### config.mk
export PLATFORM = sky130hd
export DESIGN_NAME = control_seq_flat
export DESIGN_NICKNAME = d
export VERILOG_FILES = /design/src/rtl/control_pkg.sv /design/src/rtl/control_seq_if.sv /design/src/rtl/control_decode.sv /design/src/rtl/control_seq.sv /design/src/flat_wrapper.sv
export SDC_FILE = /design/constraint.sdc
export NUM_CORES = 1
export LEC_CHECK = 0
export CORE_ASPECT_RATIO = 1.2
export CORE_UTILIZATION = 35
export DETAILED_ROUTE_END_ITERATION = 10
export PLACE_DENSITY = 0.73
export SETUP_SLACK_MARGIN = 0.02
export SLEW_MARGIN = 20
export SYNTH_ARGS = -nofsm -noshare
export SYNTH_HDL_FRONTEND = slang
export SYNTH_SLANG_ARGS = --single-unit
### constraint.sdc
create_clock -name clk -period 4.95 [get_ports clk]
set_input_delay 0.99 -clock clk [delete_from_list [all_inputs] [get_ports clk]]
set_output_delay 0.99 -clock clk [all_outputs]
set_load 0.005 [all_outputs]
### src/rtl/control_pkg.sv
// Shared types for the control sequencer: FSM states, instruction classes, strobe bundle
// and the opcode classifier.
package control_pkg;

  localparam int unsigned OP_W = 8;

  typedef enum logic [1:0] {
    FETCH = 2'd0,
    EXEC  = 2'd1,
    WAIT  = 2'd2,
    IRQ   = 2'd3
  } state_t;

  typedef enum logic [2:0] {
    CL_SIMPLE = 3'd0,
    CL_JMP    = 3'd1,
    CL_MEM    = 3'd2,
    CL_ALU    = 3'd3,
    CL_SIG    = 3'd4,
    CL_SYS    = 3'd5
  } class_t;

  localparam logic [2:0] JMP_PAT = 3'b111;
  localparam logic [1:0] MEM_PAT = 2'b10;
  localparam logic [1:0] ALU_PAT = 2'b01;
  localparam logic [4:0] SIG_PAT = 5'b00011;
  localparam logic [4:0] SYS_PAT = 5'b00010;

  typedef struct packed {
    logic m;
    logic j;
    logic mw;
    logic mc;
    logic rd;
    logic wr;
    logic wa;
    logic wc;
  } strobes_t;

  localparam strobes_t STRB_JUMP = '{m: 1'b0, j: 1'b1, mw: 1'b0, mc: 1'b0,
                                     rd: 1'b0, wr: 1'b0, wa: 1'b0, wc: 1'b0};

  // Class priority: JMP overlaps nothing else once MEM is restricted to op[7:6]=10.
  function automatic class_t op_class(input logic [OP_W-1:0] op);
    if (op[7:5] == JMP_PAT) return CL_JMP;
    if (op[7:6] == MEM_PAT) return CL_MEM;
    if (op[7:6] == ALU_PAT) return CL_ALU;
    if (op[7:3] == SIG_PAT) return CL_SIG;
    if (op[7:3] == SYS_PAT) return CL_SYS;
    return CL_SIMPLE;
  endfunction

endpackage

### src/rtl/control_seq_if.sv
// Instruction-fetch handshake and data-memory completion between memories and the sequencer.
interface control_seq_if #(
  parameter int unsigned INST_W = 8
);
  logic [INST_W-1:0] inst_in;
  logic              inst_valid;
  logic              inst_ready;
  logic              mem_ready;

  modport master (output inst_in, inst_valid, mem_ready, input inst_ready);
  modport slave  (input inst_in, inst_valid, mem_ready, output inst_ready);
endinterface

### src/rtl/control_decode.sv
// Combinational strobe decoder: (opcode, step index, carry) -> strobe bundle and signal pulses.
// The step index is the one in effect at the registering edge; its output shows one step later.
module control_decode import control_pkg::*; #(
  parameter int unsigned MEM_CYC  = 2,
  parameter int unsigned SIG_SELW = 3,
  localparam int unsigned SIG_N   = 1 << SIG_SELW,
  localparam int unsigned CYC_W   = $clog2(MEM_CYC + 1)
) (
  input  logic [OP_W-1:0]  i_op,
  input  logic [CYC_W-1:0] i_cyc,
  input  logic             i_carry,
  output strobes_t         o_strb_c,
  output logic [SIG_N-1:0] o_sig_c
);

  class_t w_class;
  logic   w_mem_cyc;
  logic   w_mem_acc;

  assign w_class   = op_class(i_op);
  assign w_mem_cyc = (i_cyc >= CYC_W'(1)) && (i_cyc <= CYC_W'(MEM_CYC - 1));
  assign w_mem_acc = (i_cyc == CYC_W'(MEM_CYC - 1));

  always_comb begin
    o_strb_c = '0;
    o_sig_c  = '0;
    case (w_class)
      CL_JMP: o_strb_c.j = ~(i_op[4] & i_carry);
      CL_MEM: begin
        o_strb_c.mc = w_mem_cyc;
        o_strb_c.m  = w_mem_acc;
        o_strb_c.mw = w_mem_acc & i_op[5];
        o_strb_c.wa = w_mem_acc & ~i_op[5];
      end
      CL_ALU: begin
        o_strb_c.wa = 1'b1;
        o_strb_c.wc = i_op[4];
      end
      CL_SIG: o_sig_c = SIG_N'(1) << i_op[SIG_SELW-1:0];
      CL_SIMPLE: begin
        if (!i_op[4]) begin
          o_strb_c.rd = i_op[2];
          o_strb_c.wr = i_op[3];
        end
      end
      default: ;
    endcase
  end

endmodule

### src/rtl/control_seq.sv
// Registered multi-cycle control sequencer: instruction register, step counter, memory stall.
// Interrupt support (IRQ state, ie register) is compiled in when IRQ_ENABLE_EN is defined.
module control_seq import control_pkg::*; #(
  parameter int unsigned INST_W   = 8,
  parameter int unsigned MEM_CYC  = 2,
  parameter int unsigned SIG_SELW = 3,
  localparam int unsigned SIG_N   = 1 << SIG_SELW,
  localparam int unsigned CYC_W   = $clog2(MEM_CYC + 1)
) (
  input  logic              clk,
  input  logic              nrst,
  control_seq_if.slave      bus,
  input  logic              i_carry,
  input  logic              i_irq,
  output logic [INST_W-1:0] o_inst,
  output logic [CYC_W-1:0]  o_cyc,
  output logic              o_m,
  output logic              o_j,
  output logic              o_mw,
  output logic              o_mc,
  output logic              o_rd,
  output logic              o_wr,
  output logic              o_wa,
  output logic              o_wc,
  output logic [SIG_N-1:0]  o_sig
);

  state_t            r_state;
  logic [INST_W-1:0] r_inst;
  logic [CYC_W-1:0]  r_cyc;
  strobes_t          r_strb;
  logic [SIG_N-1:0]  r_sig;
  logic              r_ready;

  logic              w_hs;
  logic [OP_W-1:0]   w_op;
  class_t            w_class;
  logic              w_last;
  logic              w_retire;
  strobes_t          w_strb;
  logic [SIG_N-1:0]  w_sig;

`ifdef IRQ_ENABLE_EN
  logic              r_ie;
`else
  logic              w_unused_irq;
  assign w_unused_irq = i_irq;
`endif

  // Decode the incoming instruction on the issue edge, the held one afterwards.
  assign w_hs    = (r_state == FETCH) && r_ready && bus.inst_valid;
  assign w_op    = w_hs ? bus.inst_in[INST_W-1 -: OP_W] : r_inst[INST_W-1 -: OP_W];
  assign w_class = op_class(w_op);
  assign w_last  = (r_cyc == CYC_W'(MEM_CYC));

  assign w_retire = ((r_state == EXEC) && ((w_class != CL_MEM) || (w_last && bus.mem_ready)))
                 || ((r_state == WAIT) && bus.mem_ready)
                 ||  (r_state == IRQ);

  control_decode #(
    .MEM_CYC  (MEM_CYC),
    .SIG_SELW (SIG_SELW)
  ) u_decode (
    .i_op     (w_op),
    .i_cyc    (r_cyc),
    .i_carry  (i_carry),
    .o_strb_c (w_strb),
    .o_sig_c  (w_sig)
  );

  always_ff @(posedge clk) begin
    if (!nrst) begin
      r_state <= FETCH;
      r_inst  <= '0;
      r_cyc   <= '0;
      r_strb  <= '0;
      r_sig   <= '0;
      r_ready <= 1'b0;
`ifdef IRQ_ENABLE_EN
      r_ie    <= 1'b0;
`endif
    end else if (w_retire) begin
      r_state <= FETCH;
      r_cyc   <= '0;
      r_strb  <= '0;
      r_sig   <= '0;
      r_ready <= 1'b1;
`ifdef IRQ_ENABLE_EN
      // Clear beats set when a SYS op carries both bits.
      if ((r_state == EXEC) && (w_class == CL_SYS)) r_ie <= ~w_op[1] & (w_op[0] | r_ie);
`endif
    end else begin
      case (r_state)
        FETCH: begin
`ifdef IRQ_ENABLE_EN
          if (i_irq && r_ie) begin
            r_state <= IRQ;
            r_strb  <= STRB_JUMP;
            r_ready <= 1'b0;
            r_ie    <= 1'b0;
          end else
`endif
          if (w_hs) begin
            r_state <= EXEC;
            r_inst  <= bus.inst_in;
            r_cyc   <= CYC_W'(1);
            r_strb  <= w_strb;
            r_sig   <= w_sig;
            r_ready <= 1'b0;
          end else begin
            r_ready <= 1'b1;
          end
        end
        EXEC: begin
          // Only a MEM op reaches here; the last step stalls with strobes and cyc frozen.
          if (!w_last) begin
            r_cyc  <= r_cyc + CYC_W'(1);
            r_strb <= w_strb;
            r_sig  <= w_sig;
          end else begin
            r_state <= WAIT;
          end
        end
        default: ;
      endcase
    end
  end

  assign bus.inst_ready = r_ready;
  assign o_inst = r_inst;
  assign o_cyc  = r_cyc;
  assign o_m    = r_strb.m;
  assign o_j    = r_strb.j;
  assign o_mw   = r_strb.mw;
  assign o_mc   = r_strb.mc;
  assign o_rd   = r_strb.rd;
  assign o_wr   = r_strb.wr;
  assign o_wa   = r_strb.wa;
  assign o_wc   = r_strb.wc;
  assign o_sig  = r_sig;

endmodule

### src/flat_wrapper.sv
// flat-port wrapper written by rule: the top's interface ports become plain ports
module control_seq_flat import control_pkg::*;
#(
  parameter int unsigned INST_W   = 8,
  parameter int unsigned MEM_CYC  = 2,
  parameter int unsigned SIG_SELW = 3,
  localparam int unsigned SIG_N   = 1 << SIG_SELW,
  localparam int unsigned CYC_W   = $clog2(MEM_CYC + 1)
)
  (clk, nrst, i_carry, i_irq, o_inst, o_cyc, o_m, o_j, o_mw, o_mc, o_rd, o_wr, o_wa, o_wc, o_sig, bus_inst_in, bus_inst_valid, bus_mem_ready, bus_inst_ready);
  control_seq_if #(.INST_W(INST_W)) bus_i ();
  input  logic clk;
  input  logic nrst;
  input  logic i_carry;
  input  logic i_irq;
  output logic [INST_W-1:0] o_inst;
  output logic [CYC_W-1:0] o_cyc;
  output logic o_m;
  output logic o_j;
  output logic o_mw;
  output logic o_mc;
  output logic o_rd;
  output logic o_wr;
  output logic o_wa;
  output logic o_wc;
  output logic [SIG_N-1:0] o_sig;
  input wire logic [$bits(bus_i.inst_in)-1:0] bus_inst_in;
  input wire logic [$bits(bus_i.inst_valid)-1:0] bus_inst_valid;
  input wire logic [$bits(bus_i.mem_ready)-1:0] bus_mem_ready;
  output wire logic [$bits(bus_i.inst_ready)-1:0] bus_inst_ready;
  assign bus_i.inst_in = bus_inst_in;
  assign bus_i.inst_valid = bus_inst_valid;
  assign bus_i.mem_ready = bus_mem_ready;
  assign bus_inst_ready = bus_i.inst_ready;
  control_seq #(.INST_W(INST_W), .MEM_CYC(MEM_CYC), .SIG_SELW(SIG_SELW)) u_core (.clk(clk), .nrst(nrst), .bus(bus_i), .i_carry(i_carry), .i_irq(i_irq), .o_inst(o_inst), .o_cyc(o_cyc), .o_m(o_m), .o_j(o_j), .o_mw(o_mw), .o_mc(o_mc), .o_rd(o_rd), .o_wr(o_wr), .o_wa(o_wa), .o_wc(o_wc), .o_sig(o_sig));
endmodule
==> metrics.cfg <==
[worst_hold_path]
worstHoldPathType = reg2reg

[clock_tree]
clkLatencyLatePin_ns = 0.29
cts_resized = 0
cts_setup_buffers = 0
hold_buffers = 0
clk_pin_slew_ns = 0.07
cts_max_level = 2
clockRootBuffer = clkbuf_8
max-clock-path-buffers = 2
cts_tree = done
cts_buffers = 5
clock_sinks = 29

[sta]
maxSlewViolCount = 0
timing.fmax_mhz = 277.6
setup_viol = 0
fin_tns_setup_ns = 0
period_needed_ns = 3.602
hold_violations = 0
rsz0062_at_grt = no
slew_headroom_pct = 47.89
setup_slack_ns = 1.348
tightestPinTransition_ns = 0.7809
min_period_over_period_pct = 72.77
fin_skew_ns = 0.003940

[cells_and_area]
syn_to_final_growth_pct = 37.68
multiInputGateArea_um2 = 783.3
design.final.nets = 214
fillerInstances = 358
seq_area_um2 = 580.6
antennaDiodeCount = 0
drive_above_1_share_pct = 10.20

[drt]
drt_iter0_drc = 43
antenna_left = 0
vias = 1246
viasPerCell = 5.024
wl_per_cell_um = 13.28
firstDrtPassIters = 4
totalWireLength_um = 3294
drc = 0

[critical_path]
crit_type = in2reg
crit_path_cell_trace = clkdlybuf4s50_1 -> nor4bb_4 -> mux2i_1 -> inv_1 -> ha_1 -> nor2b_1 -> nand2_1 -> nor3b_2 -> a32oi_1 -> nor2_1
critical_path_required_ns = 5.18
crit_path_end_kind = flop
timing.critical_path.slowest_stage_cell = nor4bb_4
startpoint_type = input port
path_max_fanout = 8
critPathTopFamily = simple AND/OR/NAND/NOR gates
cpPeakStageDelay_ns = 0.57
arrival_ns = 3.83
path_buf_inv = 2

[die]
core-area_um2 = 3754
dieArea_um2 = 4291
row_count = 24
start_util_pct = 37.60
die_w_um = 59.97
die_h_um = 71.56
ioPinCount = 41

[global_routing]
grt_util_all_layers_pct = 17.37
grt_pass1_wl_um = 5464
antenna_found_initial = 0
gr-usage-met3_pct = 6.137
overflow = 0
grtUsageMet2_pct = 27.41
grt_use_met1_pct = 20.61
grt_busiest_layer = met2
grt_max_degree = 21
first_global_vias = 1193

[yosys]
synth_nets = 173
ys_ff_latch = 29
synth_cells = 154
async_flop_share_pct = 0
ys_types = 39
synth-seq-area-share_pct = 41.13
synth_warnings = 0
synth_edf_count = 0
ys.flop_type = dfxtp_1
avgSynthCellArea_um2 = 9.165
netlist_area_um2 = 1411

[placed_design]
dp_slack_ns = 1.075
io_buffer_count = 39
dp_hpwl_um = 2299
gp_congestion = 0.7805

[power_and_ir_drop]
p_leak_nw = 0.6977
power_density_nw_per_um2 = 298.4
irDropWorstVdd_v = 0.0001806

[job]
maxCapViolations = 0

[status]
run_status = finished clean

==> tightest hold or removal path, delay by kind of cell, from the launching register on <==
kind            cells  cell delay, ns
compound gates      1            0.05
flops               1            0.31
simple gates        1            0.05
==> power by group <==
part	internal [mW]	total (mW)	switching, mW
Combinational	0.0628	0.130	0.0672
Clock	0.0967	0.196	0.0990
Sequential	0.244	0.254	0.0102
Total	0.403	0.580	0.176
==> layer usage <==
| metal | share of wire [%] | vias to the layer above |
|---|---|---|
| met5 | 0 | - |
| met4 | 1.7 | 0 |
| met3 | 6.0 | 7 |
| met2 | 49 | 31 |
| met1 | 44 | 571 |
| li1 | - | 637 |
==> cells in the final DEF, fill, tap and decap left out, types with 2 or more instances in the layout <==
| master | netlist | routed |
|---|---|---|
| nand3_1 | 4 | 4 |
| mux2i_1 | 8 | 8 |
| a21oi_1 | 8 | 8 |
| or4b_1 | 2 | 2 |
| nor3b_1 | 2 | 2 |
| a22oi_1 | 2 | 2 |
| clkdlybuf4s50_1 | 0 | 39 |
| clkinv_2 | 0 | 2 |
| o21ai_0 | 5 | 5 |
| and2_1 | 5 | 5 |
| nand2_1 | 6 | 6 |
| nor2_1 | 25 | 24 |
| nand2b_1 | 2 | 2 |
| buf_4 | 2 | 2 |
| mux2_2 | 3 | 3 |
| nand4_1 | 2 | 2 |
| o21bai_1 | 2 | 2 |
| nor2b_1 | 6 | 6 |
| a32oi_1 | 9 | 9 |
| clkbuf_8 | 0 | 5 |
| ha_1 | 5 | 5 |
| dfxtp_1 | 29 | 29 |
| inv_1 | 6 | 6 |
==> sequential cells by signal, summed over array words and instances (netlist names) <==
| signal | count |
|---|---|
| u_core.o_sig | 8 |
| u_core.o_j | 1 |
| u_core.o_wc | 1 |
| u_core.o_m | 1 |
| u_core.o_wr | 1 |
| u_core.bus.inst_ready | 1 |
| u_core.o_rd | 1 |
| u_core.o_mc | 1 |
| u_core.o_mw | 1 |
| u_core.o_wa | 1 |
| u_core.o_cyc | 2 |
| u_core.o_inst | 8 |
| u_core.r_state | 2 |
==> area by class of cell <==
type / instances / share of cell area [%]
multi-input cells: 112 / 40.31
flip-flops and latches: 29 / 29.88
repair buffers: 41 / 20.86
clock buffers: 5 / 3.542
well taps: 52 / 3.348
inverters: 6 / 1.159
clock inverters: 3 / 0.9015
==> cells by family after synthesis <==
logic type / Yosys count / share of synthesized area, %
compound gates: 33 / 16.40
fa+ha+maj: 5 / 4.433
buf+inv: 13 / 4.609
flops: 29 / 41.13
mux: 12 / 9.663
simple gates: 62 / 23.76
==> path summary, 6_finish.rpt <==
| path | cells past startpoint | from | slack, ns | to |
|---|---|---|---|---|
| worst max-delay path | 10 | bus_inst_valid | 1.35 | u_core.o_sig[0] |
| worst max register to register | 9 | u_core.r_state[0] | 2.09 | u_core.o_sig[0] |
| worst min-delay path | 2 | u_core.o_j | 0.46 | u_core.o_j |
| worst min register to register | 2 | u_core.o_j | 0.46 | u_core.o_j |
==> synthesized netlist by cell type (all sizes together) (2+ instances only) <==
cell    instances  area (um^2)
mux2            3        33.78
buf             4        31.27
nand2b          2        12.51
nor2b           6        37.54
a22oi           2        15.01
and2            5        31.28
nor3b           3        27.52
inv             6        22.52
o21ai           6        30.02
clkbuf          3        11.26
nor2           25        93.84
or4b            2        20.02
nor4            2        18.77
dfxtp          29        580.6
nand2           6        22.52
nand4           2        12.51
ha              5        62.56
o21bai          2        15.01
a21oi           8        40.04
nand3           4        20.02
a32oi           9        78.83
mux2i           9        102.6
==> metrics by stage <==
step / util (%) / hold slack [ns] / cells / total power, mW / cell area [um^2]
after detailed placement: 49.47 / 0.4482 / 240 / 0.3883 / 1857
after CTS: 51.77 / 0.4578 / 248 / 0.5845 / 1943
after global routing: 51.77 / 0.4984 / 248 / 0.6097 / 1943
after floorplan: - / 0.4461 / 154 / 0.3413 / 1411
after global placement: 49.40 / 0.4447 / 240 / 0.3865 / 1854
final: 51.77 / 0.4552 / 248 / 0.5798 / 1943
(Power assumes the default switching activity.)
